**config.mk**
```make
export PLATFORM = sky130hd
export DESIGN_NAME = seg_display_driver_flat
export DESIGN_NICKNAME = d
export VERILOG_FILES = /design/src/rtl/seg_display_if.sv /design/src/rtl/seg_display_driver.sv /design/src/flat_wrapper.sv
export SDC_FILE = /design/constraint.sdc
export NUM_CORES = 1
export LEC_CHECK = 0
export ABC_AREA = 1
export ABC_CLOCK_PERIOD_IN_PS = 5600
export BUFFER_PORTS_ARGS = -buffer_cell sky130_fd_sc_hd__buf_2
export CAP_MARGIN = 20
export CORE_MARGIN = 10
export CORE_UTILIZATION = 35
export DETAILED_ROUTE_END_ITERATION = 8
export PLACE_DENSITY = 0.54
export SYNTH_ARGS = -nofsm -noshare
export SYNTH_HDL_FRONTEND = slang
export SYNTH_SLANG_ARGS = --single-unit
```
**constraint.sdc**
```tcl
create_clock -name clk -period 5.6 [get_ports clk]
set_input_delay 0.28 -clock clk [delete_from_list [all_inputs] [get_ports clk]]
set_output_delay 0.28 -clock clk [all_outputs]
set_load 0.005 [all_outputs]
```
**src/rtl/seg_display_if.sv**
```systemverilog
`default_nettype none
// ============================================================================
// Module      : seg_display_if
// Description : Bundle between the seven-segment PIO side and the HEX display
//               driver. It carries the pattern and brightness settings toward
//               the driver, and carries the segment drives and period strobe
//               back out.
//               master : produces seg_in/brightness/blink_mask/blank and
//                        observes hex0..hex3/period_strobe
//               slave  : the display driver
// Revision    : 1.0 - initial release
// ============================================================================
interface seg_display_if #(
    parameter int PWM_BITS = 8
);
    logic [27:0]         seg_in;         // 1 = segment lit, digit i at [7i+6:7i]
    logic [PWM_BITS-1:0] brightness;     // PWM duty value
    logic [3:0]          blink_mask;     // bit i = 1 blinks digit i
    logic                blank;          // 1 = all segments off, acts next cycle
    logic [6:0]          hex0;           // active-low segment drives, digit 0
    logic [6:0]          hex1;
    logic [6:0]          hex2;
    logic [6:0]          hex3;
    logic                period_strobe;  // high on the last cycle of each PWM period

    modport master (
        output seg_in, brightness, blink_mask, blank,
        input  hex0, hex1, hex2, hex3, period_strobe
    );

    modport slave (
        input  seg_in, brightness, blink_mask, blank,
        output hex0, hex1, hex2, hex3, period_strobe
    );
endinterface
`default_nettype wire

```
**src/rtl/seg_display_driver.sv**
```systemverilog
`default_nettype none
// ============================================================================
// Module      : seg_display_driver
// Description : Drives four active-low HEX displays from the 28-bit segment
//               word. It adds global brightness PWM, per-digit blink and a
//               blank control. Pattern, brightness and blink mask are
//               captured into shadow registers only on the last cycle of a
//               PWM period, so a CPU update never shows a partial frame.
// Ports       : clk    - system clock
//               reset  - asynchronous, active-high reset
//               bus    - seg_display_if.slave (settings in, segment drives
//                        and period strobe out)
// Revision    : 1.0 - initial release
// ============================================================================
module seg_display_driver #(
    parameter int PWM_BITS  = 8,
    parameter int BLINK_DIV = 12500000
) (
    input  wire logic    clk,
    input  wire logic    reset,
    seg_display_if.slave bus
);

    localparam int                  c_BLINK_W    = (BLINK_DIV > 1) ? $clog2(BLINK_DIV) : 1;
    localparam logic [c_BLINK_W-1:0] c_BLINK_LAST = c_BLINK_W'(BLINK_DIV - 1);
    localparam logic [PWM_BITS-1:0] c_PWM_MAX    = '1;
    localparam logic [PWM_BITS-1:0] c_PWM_PRE    = c_PWM_MAX - 1'b1;
    localparam logic [6:0]          c_HEX_OFF    = 7'h7F;

    logic [PWM_BITS-1:0]  r_pwm_cnt;
    logic [c_BLINK_W-1:0] r_blink_cnt;
    logic                 r_blink_phase;   // 1 = blinking digits visible
    logic [27:0]          r_seg_sh;
    logic [PWM_BITS-1:0]  r_bright_sh;
    logic [3:0]           r_mask_sh;
    logic                 r_strobe;
    logic [3:0][6:0]      r_hex;

    logic                 w_pwm_last;
    logic                 w_pwm_on;
    logic [3:0]           w_show;
    logic [3:0][6:0]      w_hex_nxt;

    assign w_pwm_last = (r_pwm_cnt == c_PWM_MAX);

    // All-ones brightness must stay lit on the final count too, which the
    // plain compare alone would miss.
    assign w_pwm_on = (r_pwm_cnt < r_bright_sh) || (r_bright_sh == c_PWM_MAX);

    for (genvar i = 0; i < 4; i++) begin : g_digit
        assign w_show[i]    = ~(r_mask_sh[i] & ~r_blink_phase);
        assign w_hex_nxt[i] = ~(r_seg_sh[7*i +: 7] & {7{w_pwm_on & w_show[i] & ~bus.blank}});
    end

    // Counters, shadow capture and strobe.
    always_ff @(posedge clk or posedge reset) begin
        if (reset) begin
            r_pwm_cnt     <= '0;
            r_blink_cnt   <= '0;
            r_blink_phase <= 1'b1;
            r_seg_sh      <= '0;
            r_bright_sh   <= '0;
            r_mask_sh     <= '0;
            r_strobe      <= 1'b0;
        end else begin
            r_pwm_cnt <= r_pwm_cnt + 1'b1;

            // Registered one cycle early so the strobe is high during the
            // very cycle in which the shadow registers capture.
            r_strobe <= (r_pwm_cnt == c_PWM_PRE);

            if (w_pwm_last) begin
                r_seg_sh    <= bus.seg_in;
                r_bright_sh <= bus.brightness;
                r_mask_sh   <= bus.blink_mask;
            end

            // Blink timebase runs free of the PWM period and shadow loads.
            if (r_blink_cnt == c_BLINK_LAST) begin
                r_blink_cnt   <= '0;
                r_blink_phase <= ~r_blink_phase;
            end else begin
                r_blink_cnt <= r_blink_cnt + 1'b1;
            end
        end
    end

    // Registered output stage: no combinational path from inputs to pins.
    always_ff @(posedge clk or posedge reset) begin
        if (reset) begin
            r_hex <= {4{c_HEX_OFF}};
        end else begin
            r_hex <= w_hex_nxt;
        end
    end

    assign bus.hex0          = r_hex[0];
    assign bus.hex1          = r_hex[1];
    assign bus.hex2          = r_hex[2];
    assign bus.hex3          = r_hex[3];
    assign bus.period_strobe = r_strobe;

endmodule
`default_nettype wire

```
**src/flat_wrapper.sv**
```systemverilog
// flat-port wrapper written by rule: the top's interface ports become plain ports
module seg_display_driver_flat 
#(
    parameter int PWM_BITS  = 8,
    parameter int BLINK_DIV = 12500000
)
  (clk, reset, bus_seg_in, bus_brightness, bus_blink_mask, bus_blank, bus_hex0, bus_hex1, bus_hex2, bus_hex3, bus_period_strobe);
  seg_display_if #(.PWM_BITS(PWM_BITS)) bus_i ();
  input  wire logic clk;
  input  wire logic reset;
  input wire logic [$bits(bus_i.seg_in)-1:0] bus_seg_in;
  input wire logic [$bits(bus_i.brightness)-1:0] bus_brightness;
  input wire logic [$bits(bus_i.blink_mask)-1:0] bus_blink_mask;
  input wire logic [$bits(bus_i.blank)-1:0] bus_blank;
  output wire logic [$bits(bus_i.hex0)-1:0] bus_hex0;
  output wire logic [$bits(bus_i.hex1)-1:0] bus_hex1;
  output wire logic [$bits(bus_i.hex2)-1:0] bus_hex2;
  output wire logic [$bits(bus_i.hex3)-1:0] bus_hex3;
  output wire logic [$bits(bus_i.period_strobe)-1:0] bus_period_strobe;
  assign bus_i.seg_in = bus_seg_in;
  assign bus_i.brightness = bus_brightness;
  assign bus_i.blink_mask = bus_blink_mask;
  assign bus_i.blank = bus_blank;
  assign bus_hex0 = bus_i.hex0;
  assign bus_hex1 = bus_i.hex1;
  assign bus_hex2 = bus_i.hex2;
  assign bus_hex3 = bus_i.hex3;
  assign bus_period_strobe = bus_i.period_strobe;
  seg_display_driver #(.PWM_BITS(PWM_BITS), .BLINK_DIV(BLINK_DIV)) u_core (.clk(clk), .reset(reset), .bus(bus_i));
endmodule
```
* Yosys cells after proc, flatten, opt, wreduce, memory -nomap -nowiden
Cells that the tools add are included.
** Word-level totals
- Input port bits :: 43
- Logic and storage cells :: 46
- Register bits after elaboration :: 102
** Cells by class
- Bitwise logic cells :: 26
- $add $sub $neg :: 2
- Reductions and logical operators :: 1
- Muxes and demuxes :: 1
- Magnitude comparators :: 1
- Equal/unequal tests :: 4
** Operators by type and width (count)
- AND 7 bit :: 4
- NOT 7 bit :: 4
- adder 24 x 1 -> 24 bit (second input constant) :: 1
- equality test 24 bit (second input constant) :: 1
- equality test 8 bit (second input constant) :: 3
- two-way mux 24 bit :: 1
- AND 1 bit :: 12
- adder 8 x 1 -> 8 bit (second input constant) :: 1
- < comparator 8 bit :: 1
- NOT 1 bit :: 6
- logical OR 1 bit :: 1

* Longest topological paths before layout
Gate-level depths: netlist (run 1).
- Depth after elaboration :: 7
- Mapped depth :: 11

* Least setup slack after synthesis (run 1)
No wires, ideal clock.
- Path kind :: register to register
- Start :: register u_core.r_blink_cnt[0]
- End :: register u_core.r_blink_cnt[23]
- Required time :: 5.470 ns
- Setup slack :: 4.144 ns
- Setup time :: 0.130 ns
- Period minus slack after synthesis :: 1.456 ns
- Arrival time :: 1.326 ns
- Path buffers :: 0
- Cell stages (with the launch flop) :: 9
- Cells stage by stage :: dfrtp_1 -> ha_1 -> nand2_2 -> nor2_4 -> inv_1 -> nor2_1 -> nand2_1 -> nor3_4 -> nor2_2
** Between the ends
- Word-level cells in the longest chain between the ends :: 2
** RTL lines
- from (decl) :: RTL line seg_display_driver.sv:31 : logic [c_BLINK_W-1:0] r_blink_cnt;
- from (signal assigned) :: RTL line seg_display_driver.sv:83 : r_blink_cnt <= r_blink_cnt + 1'b1;
- adder 24 x 1 -> 24 bit or equality test 24 bit (tied branches) :: RTL line seg_display_driver.sv:83, seg_display_driver.sv:79
- two-way mux 24 bit * :: RTL line seg_display_driver.sv:79 : if (r_blink_cnt == c_BLINK_LAST) begin
Mark *: on every way between the ends. The rest lies on a longest branch, timed or not.
A chain may end at the register's enable or synchronous reset.

==> out/metrics.csv, run 1 <==
metric,value,unit
dieHeight,133,um
drv_cap,0,
power_frac_seq,0.496,
path_clk_slew,0.07,ns
syn_area,4480,um^2
gp_congestion,0.862,
ys_ff_latch,102,
grt_max_degree,81,
final_cells,752,
synth_top_family_by_area,simple AND/OR/NAND/NOR gates,
clock_latency,0.35,ns
drtAntennaViolNets,0,
clock_path_buffers,2,
fin_worst_skew,0.0118,ns
tns,0,ns
synthToLayoutAreaGrowth,19.6,%
antenna_found_initial,0,
cts_tree,yes,
die_w,133,um
seq_area_frac_synth,0.578,
yosys-top-cells-area,"dfrtp_1 (41%), dfstp_2 (17%), nand2_1 (8.6%)",
hold_ws,0.159,ns
routed_wl,9990,um
antenna_cells,0,
initial_utilization,0.356,
setup_slack,3.78,ns
grt_overflow,0,
drt_drc_violations_left,0,
dp_slack,3.76,ns
crit_start,u_core.r_pwm_cnt[5]$_DFF_PP0_,
grt_usage,0.119,
setup_violations,0,
vdd_ir_drop_max,0.184,mV
synth_simple_gate_area_frac,0.218,
synth_cell_type_count,24,
post_cts_resized,0,
switching_power,0.331,mW
slew_violations,0,
p_total,1.49,mW
synthesis.nets,554,
cts-root-buf,clkbuf_16,
worst-setup-path-type,flop to flop,
synth_compound_area_frac,0.0579,
synth_xor_area_frac,0.0333,
clkSinkCount,102,
min_period,1.82,ns
post_drt_wl_per_cell,13.3,um
die_area,17700,um^2
p_per_area,279,nW/um^2
io_buffers,71,
end_kind,flop,
r2r_start,u_core.r_pwm_cnt[5]$_DFF_PP0_,
slew_headroom,0.495,
numCtsBuffers,9,
synth_top_area_frac,0.408,
viasPerCell,4.51,
rsz0062_at_grt,false,
grt_pass1_wl,17300,um
firstDrtPassIters,4,
synth_fa_ha_area_frac,0.0279,
core_area,12600,um^2
synthMuxAreaShare,0,
power.share.clock,0.471,
grt_pass1_vias,3540,
htreeDepth,3,
crit_fanout,28,
critPathArrivalTime,2.06,ns
min_path_type,input pin to flop,
yosys_warnings,0,
fin_crit_sh,0.325,
syn_inst,501,
dp.cells,735,
p_leak,2.65,nW
swShare,0.222,
worstPathRequired,5.84,ns
io_pins,72,
row_count,41,
worstHoldStart,bus_seg_in[16],
fmax,550,MHz
tightest_slew,0.757,ns
syn_avg_cell_area,8.94,um^2
drt_iter0_drc,230,
p_int,1.16,mW
finalHoldViolCount,0,
dr_total_vias,3390,
layout.nets,628,
crit_path_start_kind,flop,
synth_largest_area_cell,dfrtp_1,
p_comb_frac,0.032,
dpl.hpwl,7240,um
status,"finished, final reports clean",
drive_above_1_share,0.217,
[area by class of cell]
| class | instances | area, um^2 |
|---|---|---|
| clock buffers | 9 | 225 |
| multi-input cells | 303 | 1510 |
| clock inverters | 7 | 114 |
| inverters | 85 | 322 |
| well taps | 172 | 215 |
| flip-flops and latches | 102 | 2590 |
| repair buffers | 74 | 380 |
| fillers | 1253 | 7220 |
[repair_timing]
action | in CTS | in global routing
hold buffers | 1 | 0
setup endpoints to repair | 0 | 0
hold endpoints to repair | 24 | 0
buffers inserted | 0 | 0
[power by group through the flow]
| stage | sequential, mW | combinational [mW] | clock [mW] |
|---|---|---|---|
| floorplan | 0.754 | 0.0249 | 0 |
| global placement | 0.754 | 0.0487 | 0 |
| detailed placement | 0.754 | 0.0494 | 0 |
| CTS | 0.740 | 0.0500 | 0.725 |
| global route | 0.740 | 0.0570 | 0.755 |
| finish | 0.740 | 0.0479 | 0.703 |
[state kept, by name, indices dropped and copies added, names as in the netlist]
name and count:
u_core.bus.hex0 7, u_core.bus.hex1 7, u_core.bus.hex2 7, u_core.bus.hex3 7
u_core.bus.period_strobe 1, u_core.r_blink_cnt 24, u_core.r_blink_phase 1, u_core.r_bright_sh 8
u_core.r_mask_sh 4, u_core.r_pwm_cnt 8, u_core.r_seg_sh 28
[worst max-delay path, stage by stage, from the launching register on]
cell     delay (ns)
dfrtp_1        0.45
ha_1           0.32
a21oi_1        0.16
o21a_1         0.13
nand2_1        0.06
nand2_2        0.42
nand3_1        0.16
[Yosys cell counts (all sizes together)]
cell and count:
a21oi 14, nand4 11, nand2 104, xnor2 4, o22ai 1, nor2 57, xor2 13, buf 11
or2 1, inv 85, nor4 1, o21a 1, nor3 6, nand3 45, dfstp 29, o21ai 35
dfrtp 73, ha 10
[logic make-up after synthesis]
logic type / count (synthesis)
AOI/OAI and AO/OA: 51
xor gates and xnor gates: 17
and+or+nand+nor: 225
buffers and inverters: 96
DFF: 102
adders and majority gates: 10
[path summary, 6_finish.rpt]
kind	slack (ns)	to	cells after the start
setup / recovery	3.78	u_core.bus.hex2[6]$_DFF_PP1_	6
hold / removal	0.16	u_core.r_seg_sh[16]$_DFFE_PP0N_	3
setup reg to reg	3.78	u_core.bus.hex2[6]$_DFF_PP1_	6
hold reg to reg	0.41	u_core.bus.hex3[5]$_DFF_PP1_	1
max in group asynchronous	3.92	u_core.r_blink_cnt[6]$_DFF_PP0_	4
min in group asynchronous	0.54	u_core.r_seg_sh[10]$_DFFE_PP0N_	3
[per-stage QoR]
stage           util  cell area (um^2)
2_1_floorplan      -              4480
3_3_place_gp   0.398              5000
3_5_place_dp   0.398              5000
4_1_cts        0.426              5350
5_1_grt        0.426              5350
6_report       0.426              5350
[cells in the final DEF (no fill, tap or decap), types with 2 or more instances in the layout]
master and n:
bufinv_16 2, nor2_1 54, ha_1 10, nor3_1 5, xnor2_1 4, buf_2 71
o21ai_1 33, nand3_1 45, nand4_1 11, dfrtp_1 73, o21ai_0 2, dfstp_2 29
nor2_4 2, a21oi_1 14, xor2_1 13, nand2_2 2, inv_1 84, clkbuf_16 9
nand2_1 102, inv_6 3, buf_4 2
[per-layer routing]
metal / share of wire / GRT usage
met5: 0 / 0
met4: 0.017 / 0.0369
met3: 0.056 / 0.0459
met2: 0.46 / 0.186
met1: 0.46 / 0.147
Power figures use the tool's default switching activity.
==> run 2, diff against run 1 <==
--- a/config.mk
+++ b/config.mk
@@ -5,14 +5,14 @@
 export SDC_FILE = /design/constraint.sdc
 export NUM_CORES = 1
 export LEC_CHECK = 0
-export ABC_AREA = 1
-export ABC_CLOCK_PERIOD_IN_PS = 5600
+export ABC_AREA = 0
+export ABC_CLOCK_PERIOD_IN_PS = 1500
 export BUFFER_PORTS_ARGS = -buffer_cell sky130_fd_sc_hd__buf_2
 export CAP_MARGIN = 20
 export CORE_MARGIN = 10
 export CORE_UTILIZATION = 35
 export DETAILED_ROUTE_END_ITERATION = 8
-export PLACE_DENSITY = 0.54
+export PLACE_DENSITY = 0.56
 export SYNTH_ARGS = -nofsm -noshare
 export SYNTH_HDL_FRONTEND = slang
 export SYNTH_SLANG_ARGS = --single-unit
==> constraint.sdc (replaced) <==
create_clock -name clk -period 1.5 [get_ports clk]
set_input_delay 0.075 -clock clk [delete_from_list [all_inputs] [get_ports clk]]
set_output_delay 0.075 -clock clk [all_outputs]
set_load 0.005 [all_outputs]
==> run 2 against run 1 <==
  * The run now ends with negative setup slack left
  * Sequential power rose to 3.7 times the previous value
  * Register-to-register slack worse by 4.1 ns
  * Critical path depth unchanged
  * Maximum frequency up 0.68%
  * First-iteration DRC count down 13%
  * Synthesized cell count down 22%
  * Core utilization up 15 points
  * Worst hold slack better by 0.19 ns
  * Sequential share of layout area down 13 points
  * Global-route usage up 2.9 points
  * Power rose to 3.6 times the previous value
==> out/metrics.csv, run 2 <==
metric,value,unit,change
synthToLayoutAreaGrowth,61.6,%,was 19.6%
swShare,0.205,,was 0.222
io_buffers,71,,unchanged
drt_drc_violations_left,0,,unchanged
row_count,41,,unchanged
synthesis.nets,442,,was 554
switching_power,1.12,mW,was 0.331 mW
postPlaceCellArea,5680,um^2,was 5000 um^2
reg_top3,"u_core.r_seg_sh x28, u_core.r_blink_cnt x24",,unchanged
slew_headroom,0.626,,was 0.495
fmax,553,MHz,was 550 MHz
violations,negative setup slack,,
synth_top_area_frac,0.400,,was 0.408
grt_max_degree,103,,was 81
seq_area_frac_synth,0.567,,was 0.578
dieHeight,134,um,was 133 um
synthTopCellsByCount,"dfrtp_1 (73), mux2_2 (40), a21oi_1 (34)",,"was nand2_1 (102), inv_1 (85), dfrtp_1 (73)"
slew_violations,0,,unchanged
syn_area,4570,um^2,was 4480 um^2
grt_overflow,0,,unchanged
dp_slack,-0.243,ns,was 3.76 ns
critical_path.top_delay_family,compound AO/OA/AOI/OAI gates,,was simple AND/OR/NAND/NOR gates
setup_violations,85,,was 0
gp_congestion,0.816,,was 0.862
p_leak,3.13,nW,was 2.65 nW
ff2ff_path_depth,6,,unchanged
path_buf_inv,1,,was 0
worstPathRequired,1.77,ns,was 5.84 ns
cp.depth,6,,unchanged
die_w,134,um,was 133 um
p_int,4.32,mW,was 1.16 mW
firstDrtPassIters,4,,unchanged
routed_wl,13400,um,was 9990 um
numCtsBuffers,9,,unchanged
fin_crit_sh,1.20,,was 0.325
worst-setup-path-type,flop to flop,,unchanged
drtAntennaViolNets,0,,unchanged
tns,-16.00,ns,was 0 ns
drt_iter0_drc,201,,was 230
die_area,18000,um^2,was 17700 um^2
viasPerCell,4.98,,was 4.51
yosys_warnings,0,,unchanged
vdd_ir_drop_max,0.585,mV,was 0.184 mV
htreeDepth,3,,unchanged
core_area,12700,um^2,was 12600 um^2
cts-root-buf,clkbuf_16,,unchanged
top_register,u_core.r_seg_sh,,unchanged
tightest_slew,0.561,ns,was 0.757 ns
syn_inst,389,,was 501
crit_start,u_core.r_pwm_cnt[5]$_DFF_PP0_,,unchanged
slowest_stage,a221o_2,,was dfrtp_1
antenna_found_initial,0,,unchanged
n_fill_cell,1009,,was 1253
path_clk_slew,0.07,ns,about the same
antenna_cells,0,,unchanged
end_kind,flop,,unchanged
finish.utilization,0.580,,was 0.426
grt_pass1_vias,4140,,was 3540
synth_largest_area_cell,dfrtp_1,,unchanged
dpl.hpwl,7570,um,was 7240 um
synth_ff_type,dfrtp_1,,unchanged
syn_avg_cell_area,11.7,um^2,was 8.94 um^2
crit_end,u_core.bus.hex0[3]$_DFF_PP1_,,was u_core.bus.hex2[6]$_DFF_PP1_
synth_edf_count,0,,unchanged
synth_cell_type_count,40,,was 24
initial_utilization,0.359,,was 0.356
dr_total_vias,3778,,was 3390
p_comb_frac,0.041,,was 0.032
yosys-top-cells-area,"dfrtp_1 (40%), dfstp_2 (17%), mux2_2 (9.9%)",,"was dfrtp_1 (41%), dfstp_2 (17%), nand2_1 (8.6%)"
largest_reg_flops,28,,unchanged
yosysMostFrequentCell,dfrtp_1,,was nand2_1
final_common_cell,dfrtp_1,,was nand2_1
final_area,7380,um^2,was 5350 um^2
crit_path_start_kind,flop,,unchanged
clock_latency,0.35,ns,about the same
power_frac_seq,0.506,,was 0.496
post_drt_wl_per_cell,17.6,um,was 13.3 um
min_period,1.81,ns,was 1.82 ns
status,"complete, but fails checks",,"was finished, final reports clean"
critPathMaxStageDelay,0.46,ns,was 0.45 ns
cts_tree,yes,,unchanged
ys_async_sr_fraction,1.00,,unchanged
power.share.clock,0.453,,was 0.471
layout.nets,634,,was 628
fin_worst_skew,0.00917,ns,was 0.0118 ns
io_pins,72,,unchanged
grt_usage,0.147,,was 0.119
mostFrequentLayoutCells,"dfrtp_1 (73), buf_2 (71), buf_4 (55), dlygate4sd3_1 (41), mux2_4 (39)",,"was nand2_1 (102), inv_1 (84), dfrtp_1 (73), buf_2 (71), nor2_1 (54)"
grt_pass1_wl,21500,um,was 17300 um
rsz0062_at_grt,true,,was false
p_per_area,737,nW/um^2,was 279 nW/um^2
critPathArrivalTime,2.07,ns,was 2.06 ns
crit_fanout,7,,was 28
min_path_type,input pin to flop,,unchanged
ys_ff_latch,102,,unchanged
clkSinkCount,102,,unchanged
drv_cap,0,,unchanged
setup_slack,-0.307,ns,was 3.78 ns
worstPathCellList,"ha_4, a21o_1, a221o_2, clkbuf_16, a21oi_2, o21ai_1",,"was ha_1, a21oi_1, o21a_1, nand2_1, nand2_2, nand3_1"
clock_path_buffers,2,,unchanged
r2r_start,u_core.r_pwm_cnt[5]$_DFF_PP0_,,unchanged
r2r_end,u_core.bus.hex0[3]$_DFF_PP1_,,was u_core.bus.hex2[6]$_DFF_PP1_
drive_above_1_share,0.565,,was 0.217
worst-r2r-setup-slack,-0.31,ns,was 3.78 ns
finalHoldViolCount,0,,unchanged
==> run 2: cell count changes after synthesis, sizes merged, moves of 6 or more <==
cell,previous run,this run
nand3b,0,29
inv,85,12
a21oi,14,36
nand3,45,11
xnor2,4,10
nor2,57,13
clkbuf,0,12
nand2,104,11
mux2,0,40
==> run 2: worst min path at each step <==
stage / from / to / slack, ns / depth (start not counted)
floorplan: bus_brightness[7] / u_core.r_bright_sh[7]$_DFFE_PP0N_ / 0.23 / 1
global placement: reset / u_core.r_bright_sh[3]$_DFFE_PP0N_ / 0.28 / 3
detailed placement: reset / u_core.r_bright_sh[3]$_DFFE_PP0N_ / 0.28 / 3
CTS: bus_blank / u_core.bus.hex3[3]$_DFF_PP1_ / 0.33 / 4
global route: bus_blank / u_core.bus.hex3[0]$_DFF_PP1_ / 0.40 / 4
finish: bus_blank / u_core.bus.hex2[6]$_DFF_PP1_ / 0.35 / 4
==> run 2: per-layer routing <==
metal  up-vias  share of wire  global-route usage  wire [um]
met2        67           0.52               0.256       6960
met3        13          0.047              0.0407        632
met1      1915           0.42               0.171       5590
met5         -              0                   0          0
met4         0          0.013              0.0447        177
li1       1783              -                   -          -
==> run 2: power by group through the flow <==
stage / clock, mW / combinational (mW) / sequential (mW)
2_1_floorplan: 0 / 0.0556 / 2.80
3_3_place_gp: 0 / 0.138 / 2.80
3_5_place_dp: 0 / 0.140 / 2.80
4_1_cts: 2.53 / 0.226 / 2.75
5_1_grt: 2.62 / 0.246 / 2.75
6_report: 2.46 / 0.224 / 2.75
==> run 2: worst min-delay path: cells and delay by family <==
| family | cells | cell delay [ns] |
|---|---|---|
| AOI/OAI and AO/OA | 2 | 0.16 |
| buffers and inverters | 1 | 0.23 |
| and+or+nand+nor | 1 | 0.23 |
==> run 2: cells by family after synthesis <==
kind of cell    after synthesis  share of synthesized area
simple gates                110                      0.150
compound gates               75                     0.0893
flops                       102                      0.567
buf+inv                      31                     0.0277
mux                          40                     0.0986
xor+xnor                     21                     0.0403
fa+ha+maj                    10                     0.0274
==> run 2: cell type report <==
class	instances	area [um^2]	share of cell area
inverters	12	48.8	0.00661
well taps	172	215	0.0292
clock buffers	13	270	0.0366
multi-input cells	256	2510	0.341
repair buffers	200	1700	0.230
clock inverters	3	47.5	0.00644
flip-flops and latches	102	2590	0.351
==> run 2: timing repair <==
action / in CTS / in global routing
setup endpoints to repair: 85 / 88
pin swaps: 24 / 25
gates cloned: 4 / 3
resized for setup: 95 / 57
endpoints found under the hold margin: 113 / 0
hold buffers: 41 / 0
buffers inserted: 25 / 9
==> run 2: stage by stage <==
step                instances  power, mW  hold WS [ns]
global placement          668       2.94         0.275
floorplan                 389       2.86         0.227
detailed placement        668       2.94         0.276
global route              758       5.62         0.402
CTS                       753       5.51         0.330
finish                    758       5.44         0.354
